File: src/rtl/tmr_hamming_voter_seq.sv
// rtl/tmr_hamming_voter_seq.sv - registered TMR voter over Hamming(7,4) nibble lanes with channel health tracking
// Define HAMMING_DED_EN for extended Hamming(8,4) codewords with double-error detection.
module tmr_hamming_voter_seq #(
    parameter int NIB     = 1,
    parameter int FAIL_TH = 3,
    parameter int CNT_W   = 8,
`ifdef HAMMING_DED_EN
    localparam int CW     = 8
`else
    localparam int CW     = 7
`endif
) (
    input  logic               clk,
    input  logic               rst_n,
    input  logic               in_valid,
    input  logic [CW*NIB-1:0]  cw_a,
    input  logic [CW*NIB-1:0]  cw_b,
    input  logic [CW*NIB-1:0]  cw_c,
    input  logic               clr_fault,
    output logic [4*NIB-1:0]   voted_q,
    output logic               out_valid,
    output logic               corrected,
    output logic [2:0]         mismatch,
    output logic               uncorrectable,
    output logic [2:0]         ch_failed,
    output logic [3*CNT_W-1:0] err_cnt
);
    localparam logic [4:0] TH = 5'(FAIL_TH);

    typedef enum logic [1:0] {ST_ACTIVE, ST_SUSPECT, ST_FAILED} health_t;

    // Returns {double_err, corrected, d3, d2, d1, d0} for one nibble codeword.
    function automatic logic [5:0] decode(input logic [CW-1:0] cw);
        logic [6:0] c;
        logic [2:0] syn;
        logic       corr;
        logic       dbl;
        c    = cw[6:0];
        corr = 1'b0;
        dbl  = 1'b0;
        syn  = {c[3] ^ c[4] ^ c[5] ^ c[6], c[1] ^ c[2] ^ c[5] ^ c[6], c[0] ^ c[2] ^ c[4] ^ c[6]};
`ifdef HAMMING_DED_EN
        if (syn != 3'd0 && !(^cw)) begin
            dbl = 1'b1;
        end else if (syn != 3'd0) begin
            c[syn - 3'd1] = ~c[syn - 3'd1];
            corr          = 1'b1;
        end else if (^cw) begin
            corr = 1'b1;
        end
`else
        if (syn != 3'd0) begin
            c[syn - 3'd1] = ~c[syn - 3'd1];
            corr          = 1'b1;
        end
`endif
        return {dbl, corr, c[6], c[5], c[4], c[2]};
    endfunction

    logic              r0_valid;
    logic [CW*NIB-1:0] r0_cw [3];
    logic              s1_valid;
    logic              s1_corr;
    logic [2:0]        s1_dbl;
    logic [4*NIB-1:0]  s1_data [3];
    logic [4*NIB-1:0]  dec_data [3];
    logic [2:0]        dec_dbl;
    logic              dec_corr;
    logic [5:0]        dec_r;
    health_t           state [3];
    logic [4:0]        consec [3];
    logic [CNT_W-1:0]  err [3];
    logic [2:0]        excl;
    logic [2:0]        mm;
    logic [2:0]        want;
    logic [2:0]        grant;
    logic              any_failed;
    logic [4*NIB-1:0]  vote;
    logic              unc;

    always_comb begin
        dec_corr = 1'b0;
        dec_dbl  = '0;
        dec_r    = '0;
        for (int ch = 0; ch < 3; ch++) begin
            dec_data[ch] = '0;
            for (int n = 0; n < NIB; n++) begin
                dec_r                  = decode(r0_cw[ch][n*CW +: CW]);
                dec_data[ch][n*4 +: 4] = dec_r[3:0];
                dec_corr               = dec_corr | dec_r[4];
                dec_dbl[ch]            = dec_dbl[ch] | dec_r[5];
            end
        end
    end

    // A channel sits out the vote when FAILED or, for this sample only, when it carries a double error.
    always_comb begin
        for (int i = 0; i < 3; i++) begin
            excl[i] = (state[i] == ST_FAILED) | s1_dbl[i];
        end
        vote = s1_data[0];
        unc  = 1'b0;
        case (excl)
            3'b000: vote = (s1_data[0] & s1_data[1]) | (s1_data[0] & s1_data[2]) | (s1_data[1] & s1_data[2]);
            3'b001: begin vote = s1_data[1]; unc = (s1_data[1] != s1_data[2]); end
            3'b010: begin vote = s1_data[0]; unc = (s1_data[0] != s1_data[2]); end
            3'b100: begin vote = s1_data[0]; unc = (s1_data[0] != s1_data[1]); end
            3'b011: begin vote = s1_data[2]; unc = 1'b1; end
            3'b101: begin vote = s1_data[1]; unc = 1'b1; end
            default: begin vote = s1_data[0]; unc = 1'b1; end
        endcase
        any_failed = 1'b0;
        for (int i = 0; i < 3; i++) begin
            mm[i]      = (s1_data[i] != vote) | s1_dbl[i];
            want[i]    = (state[i] == ST_SUSPECT) && mm[i] && (consec[i] + 5'd1 >= TH);
            any_failed = any_failed | (state[i] == ST_FAILED);
        end
        grant[0] = want[0] & ~any_failed;
        grant[1] = want[1] & ~want[0] & ~any_failed;
        grant[2] = want[2] & ~want[1] & ~want[0] & ~any_failed;
    end

    always_ff @(posedge clk) begin
        if (!rst_n) begin
            r0_valid      <= 1'b0;
            s1_valid      <= 1'b0;
            s1_corr       <= 1'b0;
            s1_dbl        <= '0;
            out_valid     <= 1'b0;
            voted_q       <= '0;
            corrected     <= 1'b0;
            mismatch      <= '0;
            uncorrectable <= 1'b0;
            for (int i = 0; i < 3; i++) begin
                r0_cw[i]   <= '0;
                s1_data[i] <= '0;
                state[i]   <= ST_ACTIVE;
                consec[i]  <= '0;
                err[i]     <= '0;
            end
        end else begin
            r0_valid      <= in_valid;
            r0_cw[0]      <= cw_a;
            r0_cw[1]      <= cw_b;
            r0_cw[2]      <= cw_c;
            s1_valid      <= r0_valid;
            s1_corr       <= dec_corr;
            s1_dbl        <= dec_dbl;
            out_valid     <= s1_valid;
            voted_q       <= s1_valid ? vote : '0;
            corrected     <= s1_valid & s1_corr;
            mismatch      <= s1_valid ? mm : 3'b000;
            uncorrectable <= s1_valid & unc;
            for (int i = 0; i < 3; i++) begin
                s1_data[i] <= dec_data[i];
                if (s1_valid && mm[i] && err[i] != {CNT_W{1'b1}}) begin
                    err[i] <= err[i] + 1'b1;
                end
                // clr_fault overrides the health update but never the error count.
                if (clr_fault) begin
                    state[i]  <= ST_ACTIVE;
                    consec[i] <= '0;
                end else if (s1_valid) begin
                    case (state[i])
                        ST_ACTIVE: begin
                            if (mm[i]) begin
                                state[i]  <= ST_SUSPECT;
                                consec[i] <= 5'd1;
                            end
                        end
                        ST_SUSPECT: begin
                            if (!mm[i]) begin
                                state[i]  <= ST_ACTIVE;
                                consec[i] <= '0;
                            end else if (grant[i]) begin
                                state[i]  <= ST_FAILED;
                                consec[i] <= TH;
                            end else begin
                                consec[i] <= (consec[i] + 5'd1 >= TH) ? TH : consec[i] + 5'd1;
                            end
                        end
                        default: ;
                    endcase
                end
            end
        end
    end

    assign ch_failed = {state[2] == ST_FAILED, state[1] == ST_FAILED, state[0] == ST_FAILED};
    assign err_cnt   = {err[2], err[1], err[0]};
endmodule
File: config.mk
export PLATFORM = sky130hd
export DESIGN_NAME = tmr_hamming_voter_seq
export DESIGN_NICKNAME = d
export VERILOG_FILES = /design/src/rtl/tmr_hamming_voter_seq.sv
export SDC_FILE = /design/constraint.sdc
export NUM_CORES = 1
export LEC_CHECK = 0
export CORE_MARGIN = 1.5
export CORE_UTILIZATION = 45
export CTS_CLUSTER_SIZE = 12
export DETAILED_ROUTE_END_ITERATION = 12
export DONT_BUFFER_PORTS = 1
export PLACE_DENSITY = 0.71
export SLEW_MARGIN = 20
export SYNTH_ARGS = -nofsm -noshare
export SYNTH_HDL_FRONTEND = slang
export SYNTH_SLANG_ARGS = --single-unit
File: constraint.sdc
create_clock -name clk -period 4.5 [get_ports clk]
set_clock_uncertainty 0.2 [all_clocks]
set_input_delay 0.9 -clock clk [delete_from_list [all_inputs] [get_ports clk]]
set_output_delay 0.9 -clock clk [all_outputs]
set_load 0.01 [all_outputs]
==> impl_metrics.csv <==
group,metric,value,unit
clock_network,htree_levels,3,
logic_synthesis,netlist_instances,463,
logic_synthesis,netlist_top_cells_area,"edfxtp_1 (28%), dfxtp_1 (19%), xnor2_1 (8.1%)",
sta,setup_viol,0,
logic_synthesis,yosys_warnings,0,
logic_synthesis,yosysMostFrequentCell,"dfxtp_1",
logic_synthesis,synthArstFlopShare,0,%
floorplan,die_area,11300,µm²
floorplan,die_h,106,µm
critical_path,start_kind,"register",
clock_network,clkTransAtPathRegs,0.09,ns
logic_synthesis,synth-edff-count,45,
routing,via_per_inst,5.46,
routing,firstDrtPassIters,4,
critical_path,cp_max_fo,14,
logic_synthesis,ys_ff_latch,91,
routing,dr_total_vias,3322,
floorplan,start_util,46.4,%
critical_path,cp-end-kind,"register",
routing,wl_per_cell,15.4,µm
sta,final_hold_viol_count,0,
logic_synthesis,yosysSeqAreaShare,47.5,%
sta,worst_slew_pin_slew,0.806,ns
clock_network,post_cts_buffers,0,
logic_synthesis,netlist.area_leader.share,28.2,%
clock_network,numCtsBuffers,9,
floorplan,die_w,106,µm
power_and_ir_drop,leakagePower,1.86,nW
layout,multiInputGateArea,2380,µm²
sta,slew_violations,0,
layout,nNetsFinal,514,
routing,drc,0,
global_route,grt_pass1_vias,3235,
logic_synthesis,synthFlopType,"dfxtp_1",
critical_path,required,4.32,ns
layout,seqCellArea,2270,µm²
logic_synthesis,synth.distinct_cells,60,
floorplan,rows,37,
clock_network,hold_buffers,0,
global_route,grt_max_degree,32,
global_route,grt_usage,17.0,%
place,io_buffers,0,
global_route,grt_overflow,0,
routing,wl,9340,µm
sta,fin_setup_tns,0,ns
critical_path,reg2reg_depth,9,
routing,ant_nets,0,
place,gp_congestion,0.988,
place,dp_hpwl,7020,µm
clock_network,cts.sinks,91,
sta,period_needed,3.77,ns
logic_synthesis,netlist_area,4790,µm²
run,cap_violations,0,
critical_path,critPathKind,"register to register",
clock_network,insertion_delay,0.35,ns
logic_synthesis,synth_top_cell_by_area,"edfxtp_1",
sta,rsz0062_at_grt,"no",
sta,max_freq,0.265,GHz
global_route,grt_pass1_wl,15400,µm
layout,area_growth,6.72,%
clock_network,cts_root_buffer,"clkbuf_8",
routing,drtIter0Drc,210,
floorplan,design.portCount,62,
worst_hold_path,holdPathStages,1,
layout,design_area,5110,µm²
critical_path,worstPathArrival,3.59,ns
sta,slew_headroom,45.9,%
floorplan,core_area,10300,µm²
global_route,grt_antenna_before_repair,0,
logic_synthesis,syn_avg_cell_area,10.3,µm²
sta,finalCritPeriodShare,83.7,%
layout,diodes,0,
layout,nFillCells,923,
worst_hold_path,min_path_type,"register to register",
logic_synthesis,ys_top_cells_by_count,"dfxtp_1 (46), edfxtp_1 (45), xnor2_1 (44)",
layout,drive_above_1_share,7.63,%
place,place_area,4910,µm²
power_and_ir_drop,vdd_drop_max,0.245,mV
clock_network,ctsResizeCount,0,
clock_network,ctsLongestPathBuffers,2,
clock_network,cts_tree,"done",
status,status,"complete, no violations",
power_and_ir_drop,p_per_area,398,nW/µm²
critical path, stage by stage, from the launching register on:
cell and delay, ns:
edfxtp_1 0.50, nand2b_2 0.30, inv_1 0.43, nand3_1 0.26, o211ai_2 0.29, xnor2_1 0.16
a41o_1 0.33, o311ai_0 0.22, or3_1 0.43, a21boi_0 0.32
power breakdown:
group | switching, mW | total [mW] | internal, mW
logic | 0.266 | 0.468 | 0.202
clock network | 0.293 | 0.532 | 0.239
registers | 0.0962 | 1.04 | 0.940
cell families (layout without fill, tap and decap cells):
family	count (synthesis)	in the layout	share of synthesized area, %
AOI/OAI and AO/OA	64	64	10.8
xor gates and xnor gates	65	65	11.9
adders and majority gates	24	24	6.19
buffers and inverters	35	36	3.53
DFF	91	91	47.5
muxes	3	3	0.627
other	1	9	0.0783
and+or+nand+nor	180	180	19.4
layer usage:
layer | routed length [µm] | vias to the layer above | GRT usage [%] | part of all wire, %
met1 | 4030 | 1571 | 21.0 | 43
met2 | 4690 | 79 | 28.9 | 50
met5 | 0 | - | 0 | 0
li1 | - | 1662 | - | -
met3 | 494 | 10 | 4.17 | 5.3
met4 | 121 | 0 | 5.98 | 1.3
registers in the layout, summed over array words and instances, names as in the netlist:
register       count
consec            15
corrected          1
err               24
mismatch           3
out_valid          1
r0_cw             21
r0_valid           1
s1_corr            1
s1_data           12
s1_valid           1
state              6
uncorrectable      1
voted_q            4
final timing paths:
path | startpoint | end | slack (ns)
worst max-delay path | state[0][0] | state[2][1] | 0.73
worst min-delay path | r0_valid | s1_valid | 0.24
worst max register to register | state[0][0] | state[2][1] | 0.73
worst min register to register | r0_valid | s1_valid | 0.24
through the flow:
step / setup slack, ns / utilization, % / total power, mW / hold WS, ns / instances
after floorplan: 1.19 / - / 1.43 / 0.212 / 471
final: 0.732 / 49.5 / 2.04 / 0.244 / 608
after CTS: 0.702 / 49.4 / 2.05 / 0.245 / 608
after global placement: 0.853 / 47.6 / 1.50 / 0.222 / 592
after detailed placement: 0.743 / 47.6 / 1.52 / 0.225 / 592
after global routing: 0.404 / 49.5 / 2.15 / 0.275 / 608
cells in the final DEF, fill, tap and decap left out, types with 5 or more instances in the layout:
master    Yosys  routed
a211oi_1      5       5
a21oi_1      13      13
a31oi_1       9       9
and2_1       24      24
and3_1        9       9
clkbuf_8      0      11
conb_1        1       9
dfxtp_1      46      46
edfxtp_1     45      45
ha_1         22      22
inv_1        13      13
nand2_1      23      23
nand3_1      18      18
nor2_1       41      41
nor3_1       32      32
nor4_1        6       6
o21ai_0       8       8
or3_1         7       7
xnor2_1      44      44
xor2_1       21      21
cell type report:
cell class,instances,share of cell area [%]
multi-input combinational,345,46.6
sequential,91,44.5
tap,136,3.33
clock buffer,11,2.96
inverter,16,1.22
clock inverter,5,0.808
timing repair buffer,4,0.588
(Power assumes the default switching activity.)
